==> src/rtl/instr_issuer_pkg.sv <==
// Shared types and instruction field positions for the instruction issuer.
package instr_issuer_pkg;

    typedef enum logic [1:0] {IDLE, ISSUE, ACK, EXEC} state_t;

    localparam int INSTR_W = 16;
    localparam int OP_HI   = 15;
    localparam int OP_LO   = 13;
    localparam int ALU_HI  = 12;
    localparam int ALU_LO  = 11;
    localparam int SH_HI   = 4;
    localparam int SH_LO   = 3;

endpackage

==> src/rtl/issue_fifo.sv <==
// Small synchronous FIFO holding queued instructions; extra pointer bit
// distinguishes full from empty.
module issue_fifo #(
    parameter int DEPTH = 4,
    parameter int WIDTH = 16
) (
    input  logic             clk,
    input  logic             rst_n,
    input  logic             push,
    input  logic             pop,
    input  logic             flush,
    input  logic [WIDTH-1:0] din,
    output logic             full,
    output logic             empty,
    output logic [WIDTH-1:0] head
);

    localparam int AW = $clog2(DEPTH);

    logic [AW:0]      wr_ptr;
    logic [AW:0]      rd_ptr;
    logic [WIDTH-1:0] mem [DEPTH];
    logic             do_push;
    logic             do_pop;

    assign empty   = (wr_ptr == rd_ptr);
    assign full    = (wr_ptr[AW] != rd_ptr[AW]) && (wr_ptr[AW-1:0] == rd_ptr[AW-1:0]);
    // A flush wins over both push and pop in the same cycle.
    assign do_push = push && !full && !flush;
    assign do_pop  = pop && !empty && !flush;
    assign head    = mem[rd_ptr[AW-1:0]];

    always_ff @(posedge clk or negedge rst_n) begin
        if (!rst_n) begin
            wr_ptr <= '0;
            rd_ptr <= '0;
        end else if (flush) begin
            wr_ptr <= '0;
            rd_ptr <= '0;
        end else begin
            if (do_push) wr_ptr <= wr_ptr + 1'b1;
            if (do_pop)  rd_ptr <= rd_ptr + 1'b1;
        end
    end

    always_ff @(posedge clk) begin
        if (do_push) mem[wr_ptr[AW-1:0]] <= din;
    end

endmodule

==> src/rtl/instr_issuer.sv <==
// Issues buffered instructions to the controller over the start/waiting
// handshake and holds decode fields stable until the instruction retires.
module instr_issuer
    import instr_issuer_pkg::*;
#(
    parameter int DEPTH       = 4,
    parameter int ACK_TIMEOUT = 8,
    parameter int CNT_W       = 8
) (
    input  logic               clk,
    input  logic               rst_n,
    input  logic               in_valid,
    input  logic [15:0]        in_instr,
    output logic               in_ready,
    input  logic               flush,
    input  logic               waiting,
    output logic               start,
    output logic [2:0]         opcode,
    output logic [1:0]         ALU_op,
    output logic [1:0]         shift_op,
    output logic [15:0]        cur_instr,
    output logic               busy,
    output logic               done,
    output logic [CNT_W-1:0]   retired,
    output logic               ack_err
);

    localparam int ACK_W = (ACK_TIMEOUT > 1) ? $clog2(ACK_TIMEOUT) : 1;

    state_t               state;
    state_t               state_nxt;
    logic [INSTR_W-1:0]   cur;
    logic [INSTR_W-1:0]   head;
    logic [ACK_W-1:0]     ackcnt;
    logic                 full;
    logic                 empty;
    logic                 pop;
    logic                 ack_last;

    issue_fifo #(.DEPTH(DEPTH), .WIDTH(INSTR_W)) u_fifo (
        .clk   (clk),
        .rst_n (rst_n),
        .push  (in_valid),
        .pop   (pop),
        .flush (flush),
        .din   (in_instr),
        .full  (full),
        .empty (empty),
        .head  (head)
    );

    assign ack_last = (ackcnt == ACK_W'(ACK_TIMEOUT - 1));

    always_comb begin
        state_nxt = state;
        pop       = 1'b0;
        start     = 1'b0;
        done      = 1'b0;
        case (state)
            IDLE: begin
                if (!empty && waiting && !flush) begin
                    pop       = 1'b1;
                    state_nxt = ISSUE;
                end
            end
            ISSUE: begin
                start     = 1'b1;
                state_nxt = ACK;
            end
            ACK: begin
                if (!waiting)      state_nxt = EXEC;
                else if (ack_last) state_nxt = IDLE;
            end
            EXEC: begin
                if (waiting) begin
                    done      = 1'b1;
                    state_nxt = IDLE;
                end
            end
            default: state_nxt = IDLE;
        endcase
    end

    always_ff @(posedge clk or negedge rst_n) begin
        if (!rst_n) begin
            state   <= IDLE;
            cur     <= '0;
            ackcnt  <= '0;
            ack_err <= 1'b0;
            retired <= '0;
        end else begin
            state <= state_nxt;
            if (pop) cur <= head;
            if (state == ISSUE)
                ackcnt <= '0;
            else if (state == ACK && waiting)
                ackcnt <= ackcnt + 1'b1;
            // Controller never dropped waiting: drop the instruction, flag it.
            if (state == ACK && waiting && ack_last) ack_err <= 1'b1;
            if (done) retired <= retired + 1'b1;
        end
    end

    assign in_ready  = !full;
    assign busy      = (state != IDLE);
    assign cur_instr = cur;
    assign opcode    = cur[OP_HI:OP_LO];
    assign ALU_op    = cur[ALU_HI:ALU_LO];
    assign shift_op  = cur[SH_HI:SH_LO];

endmodule

==> config.mk <==
export PLATFORM = sky130hd
export DESIGN_NAME = instr_issuer
export DESIGN_NICKNAME = d
export VERILOG_FILES = /design/src/rtl/instr_issuer_pkg.sv /design/src/rtl/issue_fifo.sv /design/src/rtl/instr_issuer.sv
export SDC_FILE = /design/constraint.sdc
export NUM_CORES = 1
export LEC_CHECK = 0
export CELL_PAD_IN_SITES_DETAIL_PLACEMENT = 1
export CELL_PAD_IN_SITES_GLOBAL_PLACEMENT = 1
export CORE_MARGIN = 10
export CORE_UTILIZATION = 53
export DETAILED_ROUTE_END_ITERATION = 16
export DONT_BUFFER_PORTS = 1
export PLACE_DENSITY = 0.89
export SYNTH_ARGS = -nofsm -noshare
export SYNTH_HDL_FRONTEND = slang
export SYNTH_HIERARCHICAL = 1
export SYNTH_SLANG_ARGS = --single-unit
==> constraint.sdc <==
create_clock -name clk -period 2.8 [get_ports clk]
set_input_delay 0.28 -clock clk [delete_from_list [all_inputs] [get_ports clk]]
set_output_delay 0.28 -clock clk [all_outputs]
set_load 0.02 [all_outputs]
**Word level (Yosys, flattened, before mapping)**

Memories as Yosys holds them, arrays and structs flattened. A register that Yosys moved wholly into a read port is not among the register bits.
Cells that the tools add are included.

- Word-level logic and storage cells: 58
- Flip-flop bits (word level): 20
- Memories: 1
- Output and inout port bits: 36
- Memory bits (writable): 64

- Reduce and logical (&&, ||, !) cells: 19
- Add/sub/neg operators: 4
- Mux-type cells: 18
- Eq/ne operators: 10

Memories:

| name | words | bits a word | rd ports | clocked after memory_dff | write ports | RTL line | text |
|---|---|---|---|---|---|---|---|
| u_fifo.mem | 4 | 16 | 1 | 1 | 1 | issue_fifo.sv:22 | `logic [WIDTH-1:0] mem [DEPTH];` |

Operators with widths:

| cell | count |
|---|---|
| 2-to-1 mux 3 bit | 6 |
| adder 3 x 1 -> 3 bit (second input constant) | 3 |
| logical AND 1 bit | 9 |
| adder 8 x 1 -> 8 bit (second input constant) | 1 |
| 2-to-1 mux 2 bit | 4 |
| case mux 2 bit (4 select lines) | 1 |
| nonzero test 2 bit | 4 |
| 2-to-1 mux 1 bit | 7 |
| == test 2 bit (second input constant) | 2 |
| logical NOT 1 bit | 4 |
| != test 2 bit (second input constant) | 2 |
| == test 3 bit | 1 |
| == test 3 bit (second input constant) | 1 |
| != test 3 bit (second input constant) | 1 |
| AND reduction 3 bit | 1 |
| == test 2 x 1 -> 1 bit (second input constant) | 1 |
| == test 2 bit | 1 |
| logical NOT 2 bit | 1 |
| != test 1 bit | 1 |

**Logic depth before layout (Yosys ltp)**

- Word-level depth: 10
- Gate-level depth with buffers: 11
- Depth with buffers taken out: 9

**By module**

Netlist, hierarchy kept.

By module, submodules not included:

| module | cells an instance | times used | area an instance (µm²) | sequential area each (µm²) |
|---|---|---|---|---|
| issue_fifo | 148 | 1 | 2887.8 | 2072.0 |
| instr_issuer | 107 | 1 | 1367.6 | 750.7 |

**Least setup slack after synthesis**

No wires, ideal clock.

- Kind: register -> register
- From: reg u_fifo.wr_ptr[1]
- To: reg u_fifo.rd_ptr[1]
- Arrival time: 2046 ps
- Setup slack: 618 ps
- Buffers on the path: 2
- Setup time: 136 ps
- Stages on the path, launching flop included: 12
- Cells stage by stage: dfrtp_1 buf_2 xnor2_1 nand2_1 nor2_1 nor4_4 nand2_4 buf_6 inv_1 and3_1 a211oi_1 a31oi_1

- Word-level cells in the longest chain between the ends: 9

Ends and longest elaborated chain:

| item | RTL line | text |
|---|---|---|
| from (decl) | issue_fifo.sv:20 | `logic [AW:0] wr_ptr;` |
| from (signal assigned) | issue_fifo.sv:41 | `if (do_push) wr_ptr <= wr_ptr + 1'b1;` |
| == test 3 bit | issue_fifo.sv:26 | `assign empty = (wr_ptr == rd_ptr);` |
| via empty | instr_issuer.sv:36 | `logic empty;` |
| logical NOT 1 bit | instr_issuer.sv:61 | `if (!empty && waiting && !flush) begin` |
| logical AND 1 bit (2 in series) | instr_issuer.sv:61 |  |
| 2-to-1 mux 1 bit | instr_issuer.sv:61 |  |
| 2-to-1 mux 1 bit | instr_issuer.sv:59 | `case (state)` |
| via pop | instr_issuer.sv:37 | `logic pop;` |
| logical AND 1 bit (2 in series) | issue_fifo.sv:30 | `assign do_pop = pop && !empty && !flush;` |
| nonzero test 2 bit (no source line) | n/a |  |
| to (signal assigned) | issue_fifo.sv:42 | `if (do_pop) rd_ptr <= rd_ptr + 1'b1;` |
| to (decl) | issue_fifo.sv:21 | `logic [AW:0] rd_ptr;` |

The timed path passes the listed nets, and every way through them passes these cells.
A chain may end at the register's enable or synchronous reset.

**Worst setup path after layout**

- From: reg u_fifo.wr_ptr[0]
- To: reg u_fifo.rd_ptr[1]

Same word-level chain as after synthesis.

==> flow_summary.toml <==
[outcome]
status = "finished clean"

[finish]
mostFrequentLayoutCell = "edfxtp_1"
fin_nets = 306
ff_latch_area_sq_mm = 0.002823
mostFrequentLayoutCells = "64 x edfxtp_1, 36 x dfrtp_1, 21 x dlygate4sd3_1"
drive_above_1_share_pct = 21.28
nFillCells = 694
multiInputGateArea_sq_mm = 0.001270
area_growth_pct = 11.94
fin_cells = 384
diodes = 0

[pwr]
p_clk_share_pct = 24.4
combinationalPowerShare_pct = 15.5
p_int_uw = 2508
p_sw_uw = 1273
power_frac_seq_pct = 60.1
p_leak_uw = 0.001786
peakVddDrop_mv = 0.4031
sw_frac_of_total_pct = 33.68
power_density_mw_per_mm2 = 793.8

[route]
wl_um = 9428
drc = 0
via_per_inst = 6.000
drt.antenna.violating_nets = 0
num_vias = 2304
drt_first_iter_violations = 83
first_pass_iters = 4
wl_per_cell_um = 24.55

[setup_path]
crit_required_ns = 3.03
cpPeakStageDelay_ns = 0.49
critPathSlowestCell = "dfrtp_1"
worst-path-buf-inv = 1
worst-setup-path-type = "reg2reg"
path_depth = 9
reg2reg_depth = 9
crit_family = "simple AND/OR/NAND/NOR gates"
path_cells = "xnor2_2, nand2_1, nor2_1, nor4_4, nand2_4, inv_1, and3_1, a211oi_1, a31oi_1"
crit_arrival_ns = 2.76
crit_fanout = 18
startpoint_type = "flop"
worst_setup_path_end_kind = "flop"

[timing]
timing.final.crit_share_pct = 90.06
maxSlewViolCount = 0
setup-tns-final_ns = 0
rsz0062_at_grt = "false"
tightestPinTransition_ns = 0.5130
relSlewSlack_pct = 65.80
skew_ns = 0.01036
period_needed_ns = 2.522
fmax_mhz = 396.6
final_hold_viol_count = 0
setup_viol = 0

[logic_synthesis]
ys_ff_latch = 100
synth_seq_area_share_pct = 66.33
synth_edf_count = 64
synth_cells = 255
avgSynthCellArea_sq_um = 16.69
synthArstFlopShare_pct = 36.00
synth.distinct_cells = 43
synth_nets = 284
synth-main-ff-cell = "edfxtp_1"
synth_warnings = 6
syn-cell-area_sq_mm = 0.004255

[global_routing]
grt_pass1_vias = 2491
overflow = 0
antenna_found_initial = 0
gr-usage-met3_pct = 5.734
grt_pass1_wl_um = 14070
grt_use_met1_pct = 17.30
met2_usage_pct = 28.07
grt.busiest_layer = "met2"
grtUsageTotal_pct = 15.72
grt_max_degree = 37

[floorplan]
die-width_um = 109.6
die_height_um = 109.6
ios = 57
placementRows = 32
core_area_sq_mm = 0.007767
die_area_sq_mm = 0.01201
start_util_pct = 54.78

[min_path]
hold_class = "in2reg"
min_path_cells = 1

[clock_network]
tritoncts = "yes"
cts_sinks = 100
h-tree-depth = 3
clk_path_buf_depth = 2
cts_resized = 0
cts_buffers = 9
insertion_delay_ns = 0.36
cts_root_buf = "clkbuf_8"
cts.clk_slew.worst_paths_ns = 0.10

[placed_design]
numPortBuffers = 0
dp_hpwl_um = 5843
place_inst = 346
routabilityCongestion = 0.8258

[job]
cap_violations = 0
[cell type report]
type	count	area share [%]
timing repair buffer	29	6.724
sequential	100	59.26
clock inverter	5	1.287
inverter	8	0.6304
clock buffer	11	2.758
multi-input combinational	129	26.66
tap	102	2.679
[Yosys cell counts, types with 2 or more instances]
master | instances | area share [%]
a21oi_1 | 4 | 0.47
a22o_1 | 2 | 0.41
a31oi_1 | 2 | 0.29
and2_1 | 4 | 0.59
and3_1 | 2 | 0.29
buf_2 | 4 | 0.47
buf_4 | 8 | 1.4
buf_6 | 4 | 1.1
clkbuf_1 | 2 | 0.18
dfrtp_1 | 36 | 21
edfxtp_1 | 64 | 45
ha_1 | 8 | 2.4
inv_1 | 8 | 0.71
mux2_2 | 8 | 2.1
mux2_4 | 8 | 2.8
mux4_2 | 16 | 8.5
nand2_1 | 15 | 1.3
nand3_1 | 5 | 0.59
nand4_1 | 6 | 0.88
nor2_1 | 4 | 0.35
nor2b_1 | 2 | 0.29
nor3_1 | 2 | 0.24
nor3b_1 | 3 | 0.53
nor4_1 | 2 | 0.29
o211ai_1 | 2 | 0.35
o21ai_0 | 8 | 0.94
xnor2_1 | 6 | 1.2
xor2_1 | 4 | 0.82
xor2_2 | 2 | 0.76
[final timing paths]
kind	startpoint	to	slack, ns
max	u_fifo/wr_ptr[0]	u_fifo/rd_ptr[1]	0.28
min in group asynchronous	rst_n	retired[4]	0.38
min	waiting	state[0]	0.04
max in group asynchronous	rst_n	cur_instr[2]	2.22
min reg2reg	ackcnt[2]	ackcnt[2]	0.54
max reg2reg	u_fifo/wr_ptr[0]	u_fifo/rd_ptr[1]	0.28
[through the flow]
stage	setup slack, ns	hold slack (ns)	total power (uW)	instance area, sq um	util, %
3_3_place_gp	0.5160	-0.01317	2804	4340	55.88
2_1_floorplan	0.6183	-0.01559	2750	4255	-
4_1_cts	0.2888	0.0002359	3777	4653	59.91
3_5_place_dp	0.3943	-0.01367	2848	4340	55.88
6_report	0.2784	0.03774	3781	4763	61.32
5_1_grt	0.1148	0.03863	3971	4763	61.32
[cell families after synthesis]
group,count (synthesis),share of synthesized area [%]
flops,100,66.33
simple gates,49,6.468
mux,32,13.41
compound gates,27,4.411
buf+inv,26,3.822
xor+xnor,13,3.205
fa+ha+maj,8,2.352
[what timing repair did]
| item | CTS | global route |
|---|---|---|
| endpoints found under the setup margin | 0 | 0 |
| hold endpoints to repair | 62 | 41 |
| buffers inserted | 0 | 0 |
| hold buffers | 11 | 11 |
[registers in the layout, indices dropped and copies added, names as in the netlist]
register       count
u_fifo/mem        64
cur_instr         16
retired            8
ackcnt             3
u_fifo/rd_ptr      3
u_fifo/wr_ptr      3
state              2
ack_err            1
[routing by layer]
metal	part of all wire (%)	vias to the layer above
met2	54	62
met4	1.1	0
met1	38	1232
li1	-	1002
met3	7.3	8
met5	0	-
[worst register-to-register path, stage by stage, from the launching register on]
cell and delay (ns):
dfrtp_1 0.49, xnor2_2 0.36, nand2_1 0.17, nor2_1 0.20
nor4_4 0.08, nand2_4 0.29, inv_1 0.21, and3_1 0.24
a211oi_1 0.24, a31oi_1 0.13
[power by group through the flow]
| stage | clock network [uW] | registers (uW) | logic (uW) |
|---|---|---|---|
| finish | 921 | 2270 | 586 |
| global route | 999 | 2320 | 654 |
| CTS | 925 | 2280 | 570 |
| detailed placement | 0 | 2310 | 534 |
| global placement | 0 | 2300 | 503 |
| floorplan | 0 | 2120 | 626 |
(Power assumes the default switching activity.)
